[src/rtl/muldiv_pkg.sv]
// muldiv_pkg: shared execute-stage enums, multiply/divide op encoding and helpers
package muldiv_pkg;

  typedef enum logic [2:0] {
    ALU_ADD = 3'd0,
    ALU_SUB = 3'd1,
    ALU_AND = 3'd2,
    ALU_OR  = 3'd3,
    ALU_XOR = 3'd4,
    ALU_SLT = 3'd5,
    ALU_SLL = 3'd6,
    ALU_SRL = 3'd7
  } alu_op_t;

  typedef enum logic [1:0] {
    MD_MULTU = 2'd0,
    MD_DIVU  = 2'd1,
    MD_MULT  = 2'd2,
    MD_DIV   = 2'd3
  } md_op_t;

  typedef enum logic [1:0] {
    IDLE = 2'd0,
    RUN  = 2'd1,
    FIX  = 2'd2
  } md_state_t;

  localparam logic [5:0] FUNCT_MULT  = 6'h18;
  localparam logic [5:0] FUNCT_MULTU = 6'h19;
  localparam logic [5:0] FUNCT_DIV   = 6'h1a;
  localparam logic [5:0] FUNCT_DIVU  = 6'h1b;

  // Cycles from the start sample to the done pulse: WIDTH RUN steps, one FIX, one commit.
  function automatic int md_latency(input int width);
    return width + 2;
  endfunction

  // Control-unit decode of the R-type funct field into a multiply/divide op.
  function automatic md_op_t funct_to_md_op(input logic [5:0] funct);
    return funct == FUNCT_MULTU ? MD_MULTU :
           funct == FUNCT_DIVU  ? MD_DIVU  :
           funct == FUNCT_MULT  ? MD_MULT  : MD_DIV;
  endfunction

endpackage

[src/rtl/muldiv_unit_md_step.sv]
// md_step: one radix-2 shift-add (multiply) or restoring-subtract (divide) step
module md_step
  import muldiv_pkg::*;
#(
  parameter int WIDTH = 32
) (
  input  logic             div,
  input  logic [WIDTH-1:0] acc,
  input  logic [WIDTH-1:0] opnd,
  input  logic [WIDTH-1:0] m,
  output logic [WIDTH-1:0] acc_n,
  output logic [WIDTH-1:0] opnd_n
);

  logic [WIDTH:0] sum;
  logic [WIDTH:0] sh;
  logic           ge;

  // Multiply: add m when the multiplier LSB is set, then shift {carry, acc, opnd} right.
  assign sum = {1'b0, acc} + (opnd[0] ? {1'b0, m} : '0);
  // Divide: shift the next dividend bit into the partial remainder and try subtracting.
  assign sh  = {acc, opnd[WIDTH-1]};
  assign ge  = sh >= {1'b0, m};

  assign acc_n  = div ? (ge ? WIDTH'(sh - {1'b0, m}) : sh[WIDTH-1:0]) : sum[WIDTH:1];
  assign opnd_n = div ? {opnd[WIDTH-2:0], ge} : {sum[0], opnd[WIDTH-1:1]};

endmodule

[src/rtl/muldiv_unit.sv]
// muldiv_unit: iterative radix-2 MULT/MULTU/DIV/DIVU with HI/LO; signed ops need MULDIV_SIGNED_EN
module muldiv_unit
  import muldiv_pkg::*;
#(
  parameter int WIDTH = 32
) (
  input  logic             clk,
  input  logic             rst_n,
  input  logic             start,
  input  md_op_t           op,
  input  logic [WIDTH-1:0] a,
  input  logic [WIDTH-1:0] b,
  input  logic             flush,
  output logic             busy,
  output logic             done,
  output logic             div_by_zero,
  output logic [WIDTH-1:0] hi,
  output logic [WIDTH-1:0] lo
);

  localparam int CW = (WIDTH > 1) ? $clog2(WIDTH) : 1;

  md_state_t          state, state_n;
  logic [CW-1:0]      cnt;
  logic [WIDTH-1:0]   acc, opnd, m, a_raw;
  logic [WIDTH-1:0]   acc_n, opnd_n;
  logic [WIDTH-1:0]   mag_a, mag_b;
  logic [WIDTH-1:0]   q_s, r_s, res_hi, res_lo;
  logic [2*WIDTH-1:0] prod_s;
  logic               is_div, dz, accept, commit, op_div;

  assign op_div = (op == MD_DIVU) || (op == MD_DIV);
  assign busy   = state != IDLE;

  // State register.
  always_ff @(posedge clk or negedge rst_n)
    if (!rst_n) state <= IDLE;
    else        state <= state_n;

  // Next state; flush beats start in IDLE and abandons RUN/FIX without committing.
  always_comb begin
    state_n = state;
    accept  = 1'b0;
    commit  = 1'b0;
    case (state)
      IDLE: begin
        accept  = start && !flush;
        state_n = accept ? RUN : IDLE;
      end
      RUN:  state_n = flush ? IDLE : (cnt == '0 ? FIX : RUN);
      FIX: begin
        commit  = !flush;
        state_n = IDLE;
      end
      default: state_n = IDLE;
    endcase
  end

  md_step #(.WIDTH(WIDTH)) u_step (
    .div   (is_div),
    .acc   (acc),
    .opnd  (opnd),
    .m     (m),
    .acc_n (acc_n),
    .opnd_n(opnd_n)
  );

`ifdef MULDIV_SIGNED_EN
  logic sa, sb, neg_q, neg_r;
  assign sa    = ((op == MD_MULT) || (op == MD_DIV)) && a[WIDTH-1];
  assign sb    = ((op == MD_MULT) || (op == MD_DIV)) && b[WIDTH-1];
  assign mag_a = sa ? -a : a;
  assign mag_b = sb ? -b : b;
  // Operand signs captured at start; FIX uses them to restore the result signs.
  always_ff @(posedge clk or negedge rst_n)
    if (!rst_n) begin
      neg_q <= 1'b0;
      neg_r <= 1'b0;
    end else if (accept) begin
      neg_q <= sa ^ sb;
      neg_r <= sa;
    end
  assign prod_s = neg_q ? -{acc, opnd} : {acc, opnd};
  assign q_s    = neg_q ? -opnd : opnd;
  assign r_s    = neg_r ? -acc : acc;
`else
  assign mag_a  = a;
  assign mag_b  = b;
  assign prod_s = {acc, opnd};
  assign q_s    = opnd;
  assign r_s    = acc;
`endif

  // Divide-by-zero bypasses the iterated result so hi returns the raw dividend.
  assign res_hi = is_div ? (dz ? a_raw : r_s) : prod_s[2*WIDTH-1:WIDTH];
  assign res_lo = is_div ? (dz ? '1 : q_s) : prod_s[WIDTH-1:0];

  // Operand latch on start, then one step per RUN cycle with the counter running down.
  always_ff @(posedge clk or negedge rst_n)
    if (!rst_n) begin
      cnt    <= '0;
      acc    <= '0;
      opnd   <= '0;
      m      <= '0;
      a_raw  <= '0;
      is_div <= 1'b0;
      dz     <= 1'b0;
    end else if (accept) begin
      cnt    <= CW'(WIDTH - 1);
      acc    <= '0;
      opnd   <= mag_a;
      m      <= mag_b;
      a_raw  <= a;
      is_div <= op_div;
      dz     <= op_div && (b == '0);
    end else if (state == RUN) begin
      cnt  <= cnt - 1'b1;
      acc  <= acc_n;
      opnd <= opnd_n;
    end

  // Architectural HI/LO and status change only when FIX exits without a flush.
  always_ff @(posedge clk or negedge rst_n)
    if (!rst_n) begin
      done        <= 1'b0;
      div_by_zero <= 1'b0;
      hi          <= '0;
      lo          <= '0;
    end else begin
      done <= commit;
      if (commit) begin
        hi          <= res_hi;
        lo          <= res_lo;
        div_by_zero <= dz;
      end
    end

endmodule

[config.mk]
export PLATFORM = sky130hd
export DESIGN_NAME = muldiv_unit
export DESIGN_NICKNAME = d
export VERILOG_FILES = /design/src/rtl/muldiv_pkg.sv /design/src/rtl/muldiv_unit_md_step.sv /design/src/rtl/muldiv_unit.sv
export SDC_FILE = /design/constraint.sdc
export NUM_CORES = 1
export LEC_CHECK = 0
export ABC_AREA = 1
export BUFFER_PORTS_ARGS = -buffer_cell sky130_fd_sc_hd__buf_4
export CAP_MARGIN = 40
export CORE_MARGIN = 2
export CORE_UTILIZATION = 60
export CTS_CLUSTER_SIZE = 40
export DETAILED_ROUTE_END_ITERATION = 10
export PLACE_DENSITY = 0.8
export SETUP_SLACK_MARGIN = 0.4
export SLEW_MARGIN = 40
export SYNTH_ARGS = -nofsm -noshare
export SYNTH_HDL_FRONTEND = slang
export SYNTH_SLANG_ARGS = --single-unit
[constraint.sdc]
create_clock -name clk -period 4.6 [get_ports clk]
set_input_delay 0.69 -clock clk [delete_from_list [all_inputs] [get_ports clk]]
set_output_delay 0.69 -clock clk [all_outputs]
set_load 0.02 [all_outputs]
======== Word-level counts from Yosys, hierarchy flattened ========
Index checks and enable logic that the tools add are counted.
word-level totals
  register bits after elaboration ......... 203
cells by class
  reduce and logical (&&, ||, !) cells .... 9
  $lt $le $gt $ge ......................... 1
  $add $sub $neg .......................... 3
  muxes and demuxes ....................... 20
  equality and inequality tests ........... 4
operator list
  operator                                                               count
  32-bit two-way mux                                                     12
  32-bit by 32-bit adder with 33-bit output                              1
  33-bit by 32-bit greater-or-equal comparator with 1-bit output         1
  32-bit zero test                                                       1
  32-bit subtractor                                                      1
  5-bit two-way mux                                                      2
  5-bit zero test                                                        1
  5-bit by 1-bit subtractor with 5-bit output, second input constant     1
  2-bit by 1-bit equality test with 1-bit output, second input constant  2
  2-bit equality test, second input constant                             2
  2-bit two-way mux                                                      2
  2-bit case mux with 2 select lines                                     1
  2-bit nonzero test                                                     2
  1-bit two-way mux                                                      3
  1-bit logical AND                                                      2
  2-bit zero test                                                        1
  1-bit zero test                                                        1
  1-bit logical OR                                                       1

======== Longest topological paths before layout ========
Gate-level depths: netlist (run 1).
  word-level depth ........................ 5
  mapped depth ............................ 20
  depth with buffers taken out ............ 18

======== Cells and area by module ========
Synthesis (run 1) repeated with hierarchy kept, for this count alone.
unflattened totals
  cell total of the unflattened synthesis .. 2,184
  area total of the unflattened synthesis .. 14,293.7 µm²
modules (own cells, without submodules)
  module       times used  cells each  area each (µm²)
  muldiv_unit  1           944         8,282.9
  md_step      1           1,240       6,010.8

======== Worst setup path after synthesis (run 1) ========
OpenSTA, ideal clock, no wires.
  path kind ............................... register -> register
  start ................................... register opnd[0]
  end ..................................... register acc[29]
  stages on the path, launching flop included .. 20
  clock period less this slack ............ 2.496 ns
  data required time ...................... 4.484 ns
  path buffers ............................ 2
  path slack .............................. 2.104 ns
  data arrival time ....................... 2.379 ns
  setup time .............................. 0.116 ns
  cells stage by stage .................... dfrtp_1 > clkbuf_1 > clkbuf_1 > nand2_1 > inv_1 > ha_1 > inv_1 > fa_1 > inv_1 > nand2_1 > nand3_1 > nand3_1 > nand2_1 > nand2_1 > nand3_1 > nand2_1 > o21ai_0 > inv_1 > nand2_1 > nand2_1
between the ends
  cells in the longest elaborated chain, start to end .. 5
RTL lines
  what                                       RTL line                   source
  start, declared                            muldiv_unit.sv:25          logic [WIDTH-1:0] acc, opnd, m, a_raw;
  start signal, assigned                     muldiv_unit.sv:111         opnd <= mag_a;
  start signal, assigned                     muldiv_unit.sv:119         opnd <= opnd_n;
  32-bit two-way mux                         muldiv_unit_md_step.sv:20  assign sum = {1'b0, acc} + (opnd[0] ? {1'b0, m} : '0);
  32-bit by 32-bit adder with 33-bit output  muldiv_unit_md_step.sv:20
  32-bit two-way mux                         muldiv_unit_md_step.sv:25  assign acc_n = div ? (ge ? WIDTH'(sh - {1'b0, m}) : sh[WIDTH-1:0]) : sum[WIDTH:1];
  32-bit two-way mux                         muldiv_unit.sv:116         end else if (state == RUN) begin
  32-bit two-way mux                         muldiv_unit.sv:108         end else if (accept) begin
  end signal, assigned                       muldiv_unit.sv:118         acc <= acc_n;
  end, declared                              muldiv_unit.sv:25
No other way between the ends. The select of a mux whose other input is x is not followed.
A chain may end at the register's enable or synchronous reset.

======== Worst setup path after layout (run 1) ========
Ends and elaborated chain as after synthesis.

==> summary.md, run 1 <==
| Metric | Value |
|---|---|
| Diode count | 0 |
| Post-CTS sizing | 0 |
| Commonest non-fill, non-tap cells in the layout | nand2_1, inv_1, dfrtp_1 |
| Post-DRT Antenna Nets | 0 |
| Max stage delay on crit path | roughly 0.76 ns |
| Routability cong. | 1.04 |
| Power Density | 595 nW/um2 |
| Sw Ratio | 48.8% |
| Fin nets | between 2000 and 2500 |
| Maxcap violations | 0 |
| #FFs+latches synth | a little over 200 |
| Fraction of the mapped netlist area in adder cells | 5.91% |
| Top_reg_cell synth | dfrtp_1 |
| # port buffers | between 100 and 150 |
| Die Y | about 160 um |
| Mean Syn Cell Area | ~6.5 um2 |
| Most common cell after layout, fill and taps aside | nand2_1 |
| Delay-heaviest family, CP | simple AND/OR/NAND/NOR gates |
| Clock Path Buffers | 3 |
| I/O Pins | between 100 and 150 |
| RSZ-0062 raised after global routing | no |
| Multiplexer share of the synthesized area | 0.0693% |
| CP Max Fanout | 18 |
| GRT overflow | 0 |
| Tmin final | 3.02 ns |
| Startpoint class of the critical path | register |
| Via count | roughly 15000 |
| Clk_lat worst skew | approximately 0.5 ns |
| EDFF count, synth | 0 |
| Cell Rows | 56 |
| Initial antenna violation count | 0 |
| Leak | 9.10 nW |
| Slowest CP cell | dfrtp_1 |
| Pint | around 5 mW |
| Crit. End Element | register |
| Number of buffer and inverter stages on the critical path | 4 |
| CTS buffer count | 22 |
| Syn_nets | 2372 |
| Clock power share | 18.7% |
| Crit Path Class | register to register |
| Syn. warnings | 0 |
| Largest net degree at the start of global routing | around 110 |
| Tcrit/Tclk final | roughly two thirds |
| Core Box Area | 23500 um2 |
| Routed wire length | ~45000 um |
| Hold buffers post-CTS | 0 |
| Post-synthesis sequential area ratio | roughly a third |
| Critical Path RT | ~5 ns |
| Number of vias per cell | roughly 5.6 |
| Worst-margin pin slew | 0.786 ns |
| Layout cells sized above 1 | under 10% |
| Die area | roughly 25000 um2 |
| Most used cell, CP | nand2_1 |
| Clock transition at path regs | around 0.07 ns |
| TNS Setup | 0 ns |
| P_sw | about 4.8 mW |
| Post-synthesis xor/xnor area fraction | less than 1% |
| Synth Instances | roughly 2200 |
| Finished Core Util | between 60% and 70% |
| Slew Limit Headroom | a little under half |
| Peak Freq | approximately 330 MHz |
| Clock Skew | about 0.017 ns |
| Crit path cell chain | nand2_1 -> inv_1 -> ha_1 -> inv_1 -> fa_1 -> inv_1 -> nand2_1 -> nand3_1 -> nand3_1 -> nand2_1 -> nand2_1 -> nand3_1 -> nand2_1 -> o21ai_0 -> inv_1 -> nand2_1 -> nand2_1 |
| Vias in the first global route | ~14000 |
| Post-CTS setup buffer count | 0 |
| Routed len/inst | between 15 and 20 um |
| Simple-Gate Fraction of Synth Area | a little under a third |
| H-tree depth | 1 |
| Sequential Power Share | ~28% |
| Area Overhead vs Synth | 13.7% |
| Outcome | completed |
| CP Data Arrival Time | 3.42 ns |
| # DRC | 0 |
| Post-synth cell types | between 40 and 50 |
| Multi-input logic area | between 7000 and 8000 um2 |
| Final Hold Viols | 0 |
| Chip width | about 160 um |
| Comb power frac | a little over half |
| Fillers | roughly 2100 |
| Largest family of logic cells by synthesized area | simple AND/OR/NAND/NOR gates |
| GRT Total Usage | a little over a third |
| CTS root buf | clkbuf_16 |
| CTS tree | built |
| Post-synthesis compound-gate area fraction | 14.3% |
| Share of flip-flops with an asynchronous set or reset | between 90% and 100% |
| DRT iter0 DRCs | 1360 |
| First-pass GRT wire length | approximately 72000 um |
| Peak supply drop | between 0.5 and 0.6 mV |
| Pre-antenna DRT Iters | 6 |
| Max Slew Vio Count | 0 |
| Post-Syn Area | 14400 um2 |
| Hold/Removal Path Class | input pin to async pin |
| HPWL Detailed | 34200 um |
| Setup violators final | 0 |
| Clock sink count | 203 |
| Starting Density | roughly three fifths |
| Reg area | between 5000 and 6000 um2 |
==> per-stage QoR <==
| stage | hold slack (ns) | std cells | instance area (um2) | worst slack (ns) | total power [mW] |
|---|---|---|---|---|---|
| after global routing | 0.197 | 2660 | 16400 | 1.27 | 10.5 |
| after detailed placement | 0.473 | 2622 | 15700 | 1.46 | 7.82 |
| after CTS | 0.175 | 2660 | 16400 | 1.64 | 9.67 |
| after global placement | 0.466 | 2622 | 15600 | 1.57 | 7.68 |
| after floorplan | 0.394 | 2235 | 14400 | 2.10 | 6.32 |
| final | 0.154 | 2660 | 16400 | 1.58 | 9.77 |
==> final cells by class <==
cell class	instances	share of cell area (%)
inverters	377	8.62
flip-flops and latches	203	31.0
repair buffers	150	7.04
multi-input cells	1573	46.4
clock inverters	3	0.267
clock buffers	35	4.33
well taps	319	2.43
==> worst register-to-register path, delay by kind of cell, from the launching register on <==
kind | cells | cell delay, ns
compound gates | 1 | 0.20
fa+ha+maj | 2 | 0.61
buf+inv | 4 | 0.40
flops | 1 | 0.76
simple gates | 10 | 0.94
==> final timing paths <==
path	start	to	slack, ns	cells after the start
max	opnd[0]	acc[29]	1.58	17
min	rst_n	lo[5]	0.15	1
max reg2reg	opnd[0]	acc[29]	1.58	17
min reg2reg	a_raw[10]	a_raw[10]	0.48	2
max in group asynchronous	rst_n	hi[17]	3.54	2
min in group clk	flush	state[1]	0.36	2
==> layer usage <==
layer / up-vias / track usage [%] / wire (um)
li1: 7238 / - / -
met1: 6859 / 46.6 / 18600
met2: 627 / 58.3 / 20700
met3: 106 / 5.50 / 3800
met4: 0 / 13.1 / 1800
met5: - / 0 / 0
==> power groups by stage <==
stage               sequential (mW)  combinational (mW)  clock, mW
finish                         2.70                5.25       1.82
global route                   2.73                5.90       1.91
CTS                            2.67                5.16       1.84
detailed placement             2.69                5.13          0
global placement               2.68                5.00          0
floorplan                      2.50                3.83          0
==> synth_stat cells, types with 2 or more instances <==
cell type | n | area, um2
o211ai_1 | 2 | 15.0
ha_1 | 65 | 813
buf_4 | 2 | 15.0
buf_1 | 12 | 45.0
dfrtp_1 | 203 | 5080
a31oi_1 | 32 | 200
nand2_1 | 712 | 2670
fa_1 | 2 | 40.0
o21bai_1 | 16 | 120
nor3_1 | 14 | 70.1
nand2_2 | 7 | 43.8
o22ai_1 | 2 | 12.5
nor2_2 | 6 | 37.5
o21ai_1 | 16 | 80.1
and2_1 | 2 | 12.5
or2_2 | 4 | 25.0
o21a_1 | 2 | 15.0
nor2_4 | 2 | 22.5
inv_1 | 363 | 1360
buf_2 | 5 | 25.0
inv_2 | 11 | 41.3
buf_6 | 4 | 45.0
a21oi_1 | 128 | 641
nor4_1 | 7 | 43.8
nand3_1 | 133 | 666
clkbuf_1 | 59 | 221
a21o_1 | 3 | 22.5
nand3b_1 | 5 | 37.5
a21oi_2 | 2 | 17.5
xor2_1 | 7 | 61.3
o21ai_0 | 179 | 896
nand3_2 | 2 | 20.0
nand4_1 | 31 | 194
xnor2_1 | 5 | 43.8
a21boi_0 | 2 | 15.0
clkinv_1 | 3 | 11.3
nor2_1 | 178 | 668
==> state kept, by name, summed over array words and instances (netlist names) <==
signal and flops:
done 1, dz 1, m 32, cnt 5
opnd 32, acc 32, is_div 1, a_raw 32
hi 32, state 2, div_by_zero 1, lo 32
==> logic make-up after synthesis <==
logic type,after synthesis
compound gates,387
simple gates,1106
xor+xnor,12
fa+ha+maj,67
mux,1
flops,203
buf+inv,459
(Power assumes the default switching activity.)
==> run 2: changes to the inputs <==
==> constraint.sdc (replaced) <==
create_clock -name clk -period 3.13 [get_ports clk]
set_input_delay 0.4695 -clock clk [delete_from_list [all_inputs] [get_ports clk]]
set_output_delay 0.4695 -clock clk [all_outputs]
set_load 0.02 [all_outputs]
==> run 2 against run 1 <==
  * The run now ends with hold timing left
  * Die area unchanged
  * Clock power up 48%
  * Maximum frequency up 16%
  * Cell area increased by 1.6%
  * Sequential power is 43% higher
  * Core utilization rose by 1.1 points
  * Highest routed layer unchanged
  * Flip-flop and latch count stayed put
==> summary.md, run 2 (synthesis results as in run 1) <==
| Metric | Value |
|---|---|
| Slew Limit Headroom | 49.3% (was 47.6%) |
| Initial antenna violation count | 0 (unchanged) |
| Worst-margin pin slew | 0.759 ns (was 0.786 ns) |
| DRT iter0 DRCs | 1323 (was 1360) |
| Largest net degree at the start of global routing | 161 (was 114) |
| Die area | 25300 um2 (unchanged) |
| CP Data Arrival Time | 3.00 ns (was 3.42 ns) |
| CTS root buf | clkbuf_16 (unchanged) |
| Peak Freq | 383 MHz (was 331 MHz) |
| Post-DRT Antenna Nets | 0 (unchanged) |
| RSZ-0062 raised after global routing | yes (was no) |
| Pint | 7.57 mW (was 5.01 mW) |
| DP Area | 15800 um2 (was 15700 um2) |
| HPWL Detailed | 34700 um (was 34200 um) |
| Critical Path RT | 3.53 ns (was 5.00 ns) |
| Pre-antenna DRT Iters | 7 (was 6) |
| Pwr Total | 14.7 mW (was 9.77 mW) |
| Finished Core Util | 70.9% (was 69.7%) |
| Worst reg-to-reg path cell count | 16 (was 17) |
| Comb power frac | 55.4% (was 53.7%) |
| First-pass GRT wire length | 73700 um (was 72000 um) |
| Area Overhead vs Synth | 15.5% (was 13.7%) |
| Most common cell after layout, fill and taps aside | nand2_1 (unchanged) |
| Routability cong. | 1.02 (was 1.04) |
| Final Cell Area | 16700 um2 (was 16400 um2) |
| # port buffers | 135 (unchanged) |
| Hold buffers post-CTS | 0 (unchanged) |
| Clock transition at path regs | 0.06 ns (was 0.07 ns) |
| Maxcap violations | 0 (unchanged) |
| Max Slew Vio Count | 0 (unchanged) |
| Fin nets | 2483 (was 2464) |
| Tmin final | 2.61 ns (was 3.02 ns) |
| Leak | 9.21 nW (was 9.10 nW) |
| Final Hold Viols | 8 (was 0) |
| Power Density | 881 nW/um2 (was 595 nW/um2) |
| GRT overflow | 0 (unchanged) |
| Outcome | complete, but fails checks (was completed) |
| Clk_lat worst skew | 0.51 ns (about the same) |
| Hold/Removal Path Class | input pin to async pin (unchanged) |
| Starting Density | 61.3% (unchanged) |
| Diode count | 0 (unchanged) |
| Chip width | 159 um (unchanged) |
| Cell Rows | 56 (unchanged) |
| Clock Path Buffers | 3 (unchanged) |
| Via count | 15100 (was 14800) |
| TNS Setup | 0 ns (unchanged) |
| Clock Skew | 0.0101 ns (was 0.0169 ns) |
| Sequential Power Share | 26.2% (was 27.6%) |
| Hold_ws | -0.0257 ns (was 0.154 ns) |
| Fillers | 2024 (was 2106) |
| Crit Path Class | register to register (unchanged) |
| Clock power share | 18.4% (was 18.7%) |
| Vias in the first global route | 14100 (was 14000) |
| Peak supply drop | 0.560 mV (was 0.512 mV) |
| Failing checks | hold timing |
| Number of vias per cell | 5.62 (was 5.58) |
| Startpoint class of the critical path | register (unchanged) |
| CTS tree | built (unchanged) |
| Tcrit/Tclk final | 83.4% (was 65.7%) |
| Post-route setup slack | 0.520 ns (was 1.58 ns) |
| GRT Total Usage | 35.9% (was 35.1%) |
| Routed len/inst | 17.2 um (was 16.9 um) |
| # DRC | 0 (unchanged) |
| Crit. End Element | register (unchanged) |
| Sw Ratio | 48.5% (was 48.8%) |
| CTS buffer count | 23 (was 22) |
| Die Y | 159 um (unchanged) |
| H-tree depth | 1 (unchanged) |
| Clock sink count | 203 (unchanged) |
| Setup violators final | 0 (unchanged) |
| Pre-CTS WS | 0.334 ns (was 1.46 ns) |
| Commonest non-fill, non-tap cells in the layout | nand2_1, inv_1, dfrtp_1 (unchanged) |
| P_sw | 7.12 mW (was 4.77 mW) |
| Routed wire length | 46100 um (was 44900 um) |
| CP Max Fanout | 15 (was 18) |
| Core Box Area | 23500 um2 (unchanged) |
| Layout cells sized above 1 | 11.2% (was 9.74%) |
| I/O Pins | 137 (unchanged) |
[run 2: metrics by stage]
stage,hold WS [ns],instances
after floorplan,0.174,2235
after global placement,0.465,2635
after detailed placement,0.474,2635
after CTS,0.0138,2678
after global routing,0.0298,2680
final,-0.0257,2680
[run 2: timing repair]
item | 4_1_cts | 5_1_grt
hold endpoints to repair | 0 | 0
pin swaps | 1 | 2
gates resized for setup | 0 | 26
setup buffers | 3 | 2
endpoints found under the setup margin | 5 | 33
[run 2: cell type report]
| cell class | instances | area (um2) | area share [%] |
|---|---|---|---|
| clock buffers | 31 | 616 | 3.69 |
| repair buffers | 168 | 1360 | 8.17 |
| well taps | 319 | 399 | 2.39 |
| flip-flops and latches | 203 | 5080 | 30.5 |
| inverters | 377 | 1420 | 8.48 |
| multi-input cells | 1573 | 7680 | 46.0 |
| clock inverters | 9 | 128 | 0.765 |
[run 2: worst max-delay path: stages (launching register included)]
cell,delay [ns]
dfrtp_2,0.46
buf_6,0.18
nand2_1,0.07
inv_1,0.04
ha_1,0.35
a21oi_1,0.31
nor2_1,0.11
nor2_1,0.15
nand3_2,0.17
nand2_1,0.11
nand2_1,0.08
nand2_1,0.12
nand3_1,0.10
nand2_1,0.08
inv_1,0.04
nand2_1,0.05
nand2_1,0.05
[run 2: power groups by stage]
stage | registers (mW) | clock network (mW) | logic [mW]
floorplan | 3.67 | 0 | 5.62
global placement | 3.83 | 0 | 7.65
detailed placement | 3.84 | 0 | 7.83
CTS | 3.81 | 2.73 | 7.92
global route | 3.90 | 2.84 | 9.09
finish | 3.85 | 2.70 | 8.14
[run 2: per-layer routing]
layer  global-route usage [%]  part of all wire, %
met1                     47.5                   40
met2                     60.9                   47
met3                     5.83                  9.1
met4                     11.2                  3.7
met5                        0                    0
[run 2: worst paths after layout]
check / startpoint / end / slack, ns
max: opnd[0] / acc[31] / 0.52
min: rst_n / opnd[6] / -0.03
max reg2reg: opnd[0] / acc[31] / 0.52
min reg2reg: a_raw[16] / a_raw[16] / 0.49
max in group asynchronous: rst_n / acc[15] / 2.37
min in group clk: flush / state[1] / 0.14
==> run 3: changes to the inputs <==
==> constraint.sdc (replaced) <==
create_clock -name clk -period 2.47 [get_ports clk]
set_input_delay 0.3705 -clock clk [delete_from_list [all_inputs] [get_ports clk]]
set_output_delay 0.3705 -clock clk [all_outputs]
set_load 0.02 [all_outputs]
==> run 3 against run 2 <==
  * Largest cell class unchanged
  * Largest power group unchanged
  * Global-route usage is 6.0 points higher
  * Routed wire length is 19% higher
  * Critical path type unchanged
  * Via count up 11%
  * Clock skew increased by 0.0066 ns
  * The flow now finishes without violations
==> summary.md, run 3 (synthesis results as in run 1) <==
| Metric | Value |
|---|---|
| Clock power share | 14.7% (was 18.4%) |
| DRT iter0 DRCs | 1823 (was 1323) |
| Tmin final | 2.42 ns (was 2.61 ns) |
| Peak supply drop | 0.742 mV (was 0.560 mV) |
| Peak Freq | 413 MHz (was 383 MHz) |
| GRT overflow | 0 (unchanged) |
| Pre-antenna DRT Iters | 6 (was 7) |
| Via count | 16700 (was 15100) |
| GRT Total Usage | 42.0% (was 35.9%) |
| P_sw | 11.3 mW (was 7.12 mW) |
| Initial antenna violation count | 0 (unchanged) |
| Die area | 25300 um2 (unchanged) |
| Comb power frac | 65.1% (was 55.4%) |
| First-pass GRT wire length | 85200 um (was 73700 um) |
| Crit Path Class | register to register (unchanged) |
| Hold/Removal Path Class | input pin to register (was input pin to async pin) |
| CP Max Fanout | 22 (was 15) |
| Crit. End Element | register (unchanged) |
| Post-DRT Antenna Nets | 0 (unchanged) |
| Core Box Area | 23500 um2 (unchanged) |
| Sequential Power Share | 20.2% (was 26.2%) |
| Tcrit/Tclk final | 98.0% (was 83.4%) |
| Vias in the first global route | 16300 (was 14100) |
| Clock transition at path regs | 0.07 ns (was 0.06 ns) |
| Largest net degree at the start of global routing | 161 (unchanged) |
| Area Overhead vs Synth | 34.0% (was 15.5%) |
| Crit path cell chain | buf_12 -> nand2_1 -> inv_1 -> ha_1 -> buf_4 -> nand2_1 -> nand2_1 -> o21bai_1 -> nand2_1 -> nand2_1 -> a21oi_2 -> nand2_1 -> nand2_1 -> nand3_1 -> nand3_1 -> nand2_1 (was buf_6 -> nand2_1 -> inv_1 -> ha_1 -> a21oi_1 -> nor2_1 -> nor2_1 -> nand3_2 -> nand2_1 -> nand2_1 -> nand2_1 -> nand3_1 -> nand2_1 -> inv_1 -> nand2_1 -> nand2_1) |
| Diode count | 0 (unchanged) |
| CTS buffer count | 23 (unchanged) |
| Cell Rows | 56 (unchanged) |
| Clock sink count | 203 (unchanged) |
| Power Density | 1230 nW/um2 (was 881 nW/um2) |
| Die Y | 159 um (unchanged) |
| HPWL Detailed | 37200 um (was 34700 um) |
| # port buffers | 135 (unchanged) |
| Max Slew Vio Count | 0 (unchanged) |
| Number of vias per cell | 5.89 (was 5.62) |
| CTS tree | built (unchanged) |
| CP Data Arrival Time | 2.82 ns (was 3.00 ns) |
| Clock Skew | 0.0166 ns (was 0.0101 ns) |
| Fin nets | 2636 (was 2483) |
| Slew Limit Headroom | 50.2% (was 49.3%) |
| Routed len/inst | 19.4 um (was 17.2 um) |
| DP Area | 16800 um2 (was 15800 um2) |
| Max stage delay on crit path | 0.46 ns (about the same) |
| Routability cong. | 1.02 (about the same) |
| Slowest CP cell | dfrtp_2 (unchanged) |
| Starting Density | 61.3% (unchanged) |
| Sw Ratio | 47.3% (was 48.5%) |
| Final Hold Viols | 0 (was 8) |
| Most common cell after layout, fill and taps aside | nand2_1 (unchanged) |
| Routed wire length | 54900 um (was 46100 um) |
| RSZ-0062 raised after global routing | yes (unchanged) |
| Critical Path RT | 2.87 ns (was 3.53 ns) |
| Pwr Total | 23.8 mW (was 14.7 mW) |
| Worst-margin pin slew | 0.748 ns (was 0.759 ns) |
| Startpoint class of the critical path | register (unchanged) |
| Chip width | 159 um (unchanged) |
| Layout cells sized above 1 | 26.8% (was 11.2%) |
| Outcome | completed (was complete, but fails checks) |
| Final Cell Area | 19400 um2 (was 16700 um2) |
| Setup violators final | 0 (unchanged) |
| CTS root buf | clkbuf_16 (unchanged) |
| Commonest non-fill, non-tap cells in the layout | nand2_1, inv_1, buf_4 (was nand2_1, inv_1, dfrtp_1) |
| Maxcap violations | 0 (unchanged) |
| Leak | 10.1 nW (was 9.21 nW) |
| # DRC | 0 (unchanged) |
| Clk_lat worst skew | 0.52 ns (was 0.51 ns) |
| Clock Path Buffers | 3 (unchanged) |
| Pint | 12.5 mW (was 7.57 mW) |
| I/O Pins | 137 (unchanged) |
| H-tree depth | 1 (unchanged) |
| TNS Setup | 0 ns (unchanged) |
| Most used cell, CP | nand2_1 (unchanged) |
## run 3: cell count changes in the layout (fill, tap and decap cells not counted), sizes merged
cell and change:
bufinv -1, clkinvlp +1, clkinv -2, dlygate4sd3 +1
buf +152
## run 3: through the flow
step	setup slack (ns)	hold WS [ns]	std cells	utilization [%]
finish	0.0487	0.0465	2831	82.2
global route	-0.0640	0.0400	2831	82.2
CTS	0.125	0.0415	2823	80.5
detailed placement	-0.0660	0.343	2739	71.3
global placement	-0.0421	0.336	2739	71.3
floorplan	0.302	0.0749	2235	-
## run 3: power groups by stage
stage / combinational, mW / clock [mW] / sequential (mW)
2_1_floorplan: 7.29 / 0 / 4.67
6_report: 15.5 / 3.50 / 4.82
5_1_grt: 16.6 / 3.58 / 4.87
3_3_place_gp: 11.3 / 0 / 4.63
4_1_cts: 14.1 / 3.47 / 4.77
3_5_place_dp: 11.6 / 0 / 4.66
## run 3: routing by layer
layer	part of all wire [%]	wire length, um	track usage [%]	vias up
met1	38	20800	52.6	7814
met5	0	0	0	-
li1	-	-	-	7585
met2	48	26300	71.8	1065
met4	4.9	2670	20.1	0
met3	9.4	5150	5.97	222
## run 3: critical path: cells and delay by family, from the launching register on
family / cells / cell delay (ns)
AO/OA/AOI/OAI: 2 / 0.37
adder cells (fa/ha/maj): 1 / 0.29
buffers and inverters: 3 / 0.40
flip-flops: 1 / 0.46
AND/OR/NAND/NOR: 10 / 0.76
## run 3: what timing repair did
item	CTS	global route
hold buffers	1	0
pin swaps	36	25
setup endpoints to repair	33	33
setup buffers	44	8
gates resized for setup	233	83
cloned	1	0
endpoints found under the hold margin	42	0
## run 3: cell type report
cell class,instances,area (um2)
multi-input cells,1573,9040
flip-flops and latches,203,5090
fillers,1466,4190
repair buffers,321,2640
inverters,377,1430
clock buffers,31,656
well taps,319,399
clock inverters,7,95.1
## run 3: worst paths after layout
path	depth (start not counted)	to	startpoint	slack [ns]
worst max-delay path	16	acc[28]	opnd[0]	0.05
worst min-delay path	2	state[1]	flush	0.05
worst max register to register	16	acc[28]	opnd[0]	0.05
worst min register to register	2	a_raw[2]	a_raw[2]	0.49
max in group asynchronous	3	acc[8]	rst_n	1.38
min in group asynchronous	2	opnd[6]	rst_n	0.38
